$ cat src/rtl/nixie_tube_pkg.sv
// Shared constants for the nixie_tube_scan display driver: digit field layout,
// the active-low seven-segment decode table and the "dark" output values.
package nixie_tube_pkg;

  localparam int DIGIT_W    = 5;
  localparam int NUM_DIGITS = 4;

  localparam logic [6:0] SEG_BLANK = 7'h7F;
  localparam logic [3:0] AN_OFF    = 4'hF;

  // Index = hex value, bits = gfedcba, 0 = segment on.
  localparam logic [6:0] SEG_LUT [16] = '{
    7'b1000000, 7'b1111001, 7'b0100100, 7'b0110000,
    7'b0011001, 7'b0010010, 7'b0000010, 7'b1111000,
    7'b0000000, 7'b0010000, 7'b0001000, 7'b0000011,
    7'b1000110, 7'b0100001, 7'b0000110, 7'b0001110
  };

  function automatic logic [3:0] an_onehot_low(input logic [1:0] idx);
    an_onehot_low = ~(4'b0001 << idx);
  endfunction

endpackage

$ cat src/rtl/nixie_tube_scan_seg7_decode.sv
// Combinational hex to active-low seven-segment decoder.
module seg7_decode
  import nixie_tube_pkg::*;
(
  input  logic [3:0] val_i,
  output logic [6:0] seg_o
);

  assign seg_o = SEG_LUT[val_i];

endmodule

$ cat src/rtl/nixie_tube_scan.sv
// Four-digit multiplexed 7-segment driver with registered active-low outputs.
// Optional leading-zero blanking is enabled by defining NIXIE_TUBE_LEADING_ZERO_BLANK_EN.
module nixie_tube_scan
  import nixie_tube_pkg::*;
#(
  parameter int unsigned SCAN_DIV = 50000
) (
  input  logic        HCLK,
  input  logic        HRESETn,
  input  logic [31:0] DATA,
  output logic [6:0]  seg,
  output logic [3:0]  an,
  output logic        dp
);

  localparam int CNT_W = (SCAN_DIV > 2) ? $clog2(SCAN_DIV) : 1;
  localparam logic [CNT_W-1:0] CNT_LAST = CNT_W'(SCAN_DIV - 1);

  logic [CNT_W-1:0] div_cnt_q, div_cnt_d;
  logic [1:0]       idx_q, idx_d;

  logic [3:0] digit_val [NUM_DIGITS];
  logic       digit_dp  [NUM_DIGITS];

  logic [3:0] sel_val;
  logic       sel_dp;
  logic [6:0] dec_seg;
  logic       blank;

  logic [6:0] seg_d;
  logic [3:0] an_d;
  logic       dp_d;

  logic unused_data;
  assign unused_data = ^DATA[31:20];

  genvar gi;
  generate
    for (gi = 0; gi < NUM_DIGITS; gi++) begin : g_field
      assign digit_val[gi] = DATA[gi*DIGIT_W +: 4];
      assign digit_dp[gi]  = DATA[gi*DIGIT_W + 4];
    end
  endgenerate

  always_comb begin
    div_cnt_d = div_cnt_q + 1'b1;
    idx_d     = idx_q;
    if (div_cnt_q == CNT_LAST) begin
      div_cnt_d = '0;
      idx_d     = idx_q + 2'd1;
    end
  end

  // The outputs track the digit that will be lit after this edge, so DATA
  // reaches the pins with a single cycle of latency.
  assign sel_val = digit_val[idx_d];
  assign sel_dp  = digit_dp[idx_d];

  seg7_decode u_decode (
    .val_i (sel_val),
    .seg_o (dec_seg)
  );

`ifdef NIXIE_TUBE_LEADING_ZERO_BLANK_EN
  // zero_from[k]: fields k..3 are all zero, value and dp alike.
  logic [NUM_DIGITS-1:0] zero_from;

  generate
    for (gi = 0; gi < NUM_DIGITS; gi++) begin : g_lead
      if (gi == NUM_DIGITS - 1) begin : g_top
        assign zero_from[gi] = (digit_val[gi] == 4'd0) && !digit_dp[gi];
      end else begin : g_low
        assign zero_from[gi] = zero_from[gi+1] && (digit_val[gi] == 4'd0) && !digit_dp[gi];
      end
    end
  endgenerate

  assign blank = (idx_d != 2'd0) && zero_from[idx_d];
`else
  assign blank = 1'b0;
`endif

  always_comb begin
    an_d  = an_onehot_low(idx_d);
    seg_d = blank ? SEG_BLANK : dec_seg;
    dp_d  = blank ? 1'b1 : ~sel_dp;
  end

  always_ff @(posedge HCLK) begin
    if (HRESETn) begin
      div_cnt_q <= '0;
      idx_q     <= 2'd0;
      seg       <= SEG_BLANK;
      an        <= AN_OFF;
      dp        <= 1'b1;
    end else begin
      div_cnt_q <= div_cnt_d;
      idx_q     <= idx_d;
      seg       <= seg_d;
      an        <= an_d;
      dp        <= dp_d;
    end
  end

endmodule

$ cat config.mk
export PLATFORM = sky130hd
export DESIGN_NAME = nixie_tube_scan
export DESIGN_NICKNAME = d
export VERILOG_FILES = /design/src/rtl/nixie_tube_pkg.sv /design/src/rtl/nixie_tube_scan_seg7_decode.sv /design/src/rtl/nixie_tube_scan.sv
export SDC_FILE = /design/constraint.sdc
export NUM_CORES = 1
export LEC_CHECK = 0
export ABC_AREA = 0
export BUFFER_PORTS_ARGS = -buffer_cell sky130_fd_sc_hd__buf_4
export CAP_MARGIN = 15
export CORE_UTILIZATION = 40
export DETAILED_ROUTE_END_ITERATION = 12
export PLACE_DENSITY = 0.67
export SYNTH_ARGS = -nofsm -noshare
export SYNTH_HDL_FRONTEND = slang
export SYNTH_HIERARCHICAL = 1
export SYNTH_SLANG_ARGS = --single-unit
$ cat constraint.sdc
create_clock -name HCLK -period 4.6 [get_ports HCLK]
set_input_delay 0.23 -clock HCLK [delete_from_list [all_inputs] [get_ports HCLK]]
set_output_delay 0.23 -clock HCLK [all_outputs]
set_load 0.02 [all_outputs]
==> results.cfg <==
[job]
drv_cap = 0

[place]
gp_congestion = 0.7887
hpwl_mm = 2.339
port_buffers = 33

[routing]
wirelength_mm = 3.096
avgViaCountPerCell = 5.059
ant_nets = 0
drtIter0Drc = 32
drt_pass1_iterations = 4
drc_errors = 0
wl_per_cell_um = 11.51
vias = 1361

[timing]
fin_tns_setup_ns = 0
post-route-period-util_pct = 80.34
setup_viol = 0
slew_headroom_pct = 54.41
worst_pin_slew_ns = 0.6838
fin_skew_ns = 0.006379
max_freq_mhz = 270.6
holdWs_ns = 0.2006
slew_violations = 0
finalHoldViolCount = 0
min_period_ns = 3.696
rsz0062_at_grt = false

[synth]
syn_inst = 181
avgSynthCellArea_um2 = 9.685
syn_area_mm2 = 0.001753
synth_nets = 223
ys_ff_latch = 30
ys_seq_area_share_pct = 34.26
ys_warn_count = 6
synth_cell_types = 38

[global_routing]
gr-total-overflow = 0
antenna_found_initial = 0
track_usage_pct = 15.36
grt_max_degree = 16
grt_pass1_wl_mm = 5.223
grt_pass1_vias = 1224

[floorplan]
core_mm2 = 0.004115
start_util_pct = 42.60
pin_count = 46
die_x_um = 68.20
die_area_mm2 = 0.004651
fp.dieH_um = 68.20
std_cell_rows = 23

[pwr]
peakVddDrop_mv = 0.08816
p_leak_nw = 0.9899
pwr_density_cell_mw_per_mm2 = 263.9

[layout]
fill_cells = 407
final_nets = 260
drive_above_1_share_pct = 30.59
antennaDiodeCount = 0
final_cell_mix = buf_4, dfxtp_1, nor2_1
fin_util_pct = 51.38
layout_commonest_cell = buf_4
syn_to_final_growth_pct = 20.63

[clocking]
cts_buffers = 5
cts_setup_buffers = 0
cts_tree = built
root_buffer = clkbuf_8
insertion_delay_ns = 0.28
path_clk_slew_ns = 0.07
h-tree-depth = 2
clkSinkCount = 30
clockBufferDepth = 2
hold_buffers = 0
cts_resized = 0

[critical_path]
reg2reg_slack_ns = 0.90
crit_path_end = seg[3]
worstSetupStartpointType = flip-flop
r2r-end = seg[3]
cp-end-kind = flip-flop
cp_slowest_cell = a221oi_1
critical_path.max_fanout = 13
crit_buf_inv = 2
reg2reg_depth = 11
critical_path_class = reg2reg
path_delay_family = simple AND/OR/NAND/NOR gates
slowest_delay_ns = 0.56
setup.worst_path.start = div_cnt_q[0]
cp_cell_sequence = ha_1 -> and4_1 -> nand4_4 -> mux2_2 -> o22ai_1 -> a221oi_1 -> inv_1 -> ha_1 -> inv_1 -> mux4_1 -> or2_2
rr_startpoint = div_cnt_q[0]
worstPathArrival_ns = 3.87
cp_num_cells = 11
required_ns = 4.77

[outcome]
outcome = complete, no violations

[min_path]
hp-class = in2reg
==> per-stage QoR <==
stage | instance area (µm²) | setup WS [ns] | std cells | power [mW]
floorplan | 1753 | 1.130 | 181 | 0.3240
global placement | 2024 | 0.9532 | 261 | 0.3558
detailed placement | 2024 | 0.9138 | 261 | 0.3567
CTS | 2115 | 0.8960 | 269 | 0.5674
global route | 2115 | 0.5999 | 269 | 0.5869
finish | 2115 | 0.9045 | 269 | 0.5579
==> synthesized netlist by cell type (all sizes together) <==
| cell | instances | area share [%] |
|---|---|---|
| and4 | 1 | 0.50 |
| buf | 5 | 3.5 |
| mux2i | 14 | 8.0 |
| or3 | 1 | 0.36 |
| mux2 | 10 | 7.3 |
| nor3 | 3 | 1.1 |
| a211o | 1 | 0.50 |
| or2 | 7 | 2.5 |
| a22o | 2 | 1.0 |
| or3b | 1 | 0.50 |
| xnor2 | 4 | 2.0 |
| o22ai | 5 | 1.8 |
| ha | 8 | 5.7 |
| a32o | 1 | 0.57 |
| xor2 | 12 | 6.0 |
| inv | 6 | 1.3 |
| nand4 | 4 | 2.3 |
| nand2b | 3 | 1.1 |
| dfxtp | 30 | 34 |
| a21oi | 1 | 0.29 |
| mux4 | 2 | 2.8 |
| and2b | 1 | 0.50 |
| nand3 | 7 | 2.0 |
| nor2 | 26 | 5.7 |
| and4bb | 2 | 1.4 |
| and3 | 3 | 1.1 |
| a221oi | 4 | 2.0 |
| o21ai | 3 | 0.86 |
| and2 | 1 | 0.36 |
| clkbuf | 2 | 0.43 |
| nand2 | 11 | 2.4 |
==> flip-flops by register name, indices dropped and copies added, names as in the netlist <==
name,cells
dp,1
seg,7
div_cnt_q,16
idx_q,2
an,4
==> worst min-delay path by stage <==
stage / startpoint / endpoint / slack [ns] / depth (start not counted)
2_1_floorplan: HRESETn / an[1] / 0.33 / 1
3_3_place_gp: div_cnt_q[0] / div_cnt_q[0] / 0.48 / 1
3_5_place_dp: div_cnt_q[0] / div_cnt_q[0] / 0.49 / 1
4_1_cts: HRESETn / idx_q[1] / 0.20 / 2
5_1_grt: HRESETn / idx_q[1] / 0.21 / 2
6_report: HRESETn / div_cnt_q[2] / 0.20 / 2
==> where the power goes <==
group / total (mW) / switching [mW] / internal (mW)
logic: 0.0776 / 0.0351 / 0.0425
clock network: 0.208 / 0.102 / 0.106
registers: 0.273 / 0.00451 / 0.268
total: 0.558 / 0.141 / 0.416
==> cell families after synthesis <==
group | count (synthesis) | synth area share [%]
buffers and inverters | 13 | 5.211
flip-flops | 30 | 34.26
XOR/XNOR | 16 | 7.994
multiplexers | 26 | 18.06
AO/OA/AOI/OAI | 17 | 6.995
AND/OR/NAND/NOR | 71 | 21.77
adder cells (fa/ha/maj) | 8 | 5.710
==> area by class of cell <==
cell class	count	area (µm²)	share of cell area, %
Multi-Input combinational cell	138	1061	50.18
Clock inverter	3	21.27	1.006
Inverter	6	22.52	1.065
Sequential cell	30	600.6	28.40
Clock buffer	5	68.82	3.254
Timing Repair Buffer	37	277.8	13.14
Tap cell	50	62.56	2.959
==> per-layer routing <==
| layer | global-route usage [%] | up-vias | share of wire (%) |
|---|---|---|---|
| met4 | 8.854 | 0 | 1.9 |
| met3 | 4.667 | 6 | 2.9 |
| li1 | - | 707 | - |
| met2 | 23.90 | 26 | 46 |
| met5 | 0 | - | 0 |
| met1 | 18.56 | 622 | 49 |
Power figures use the tool's default switching activity.
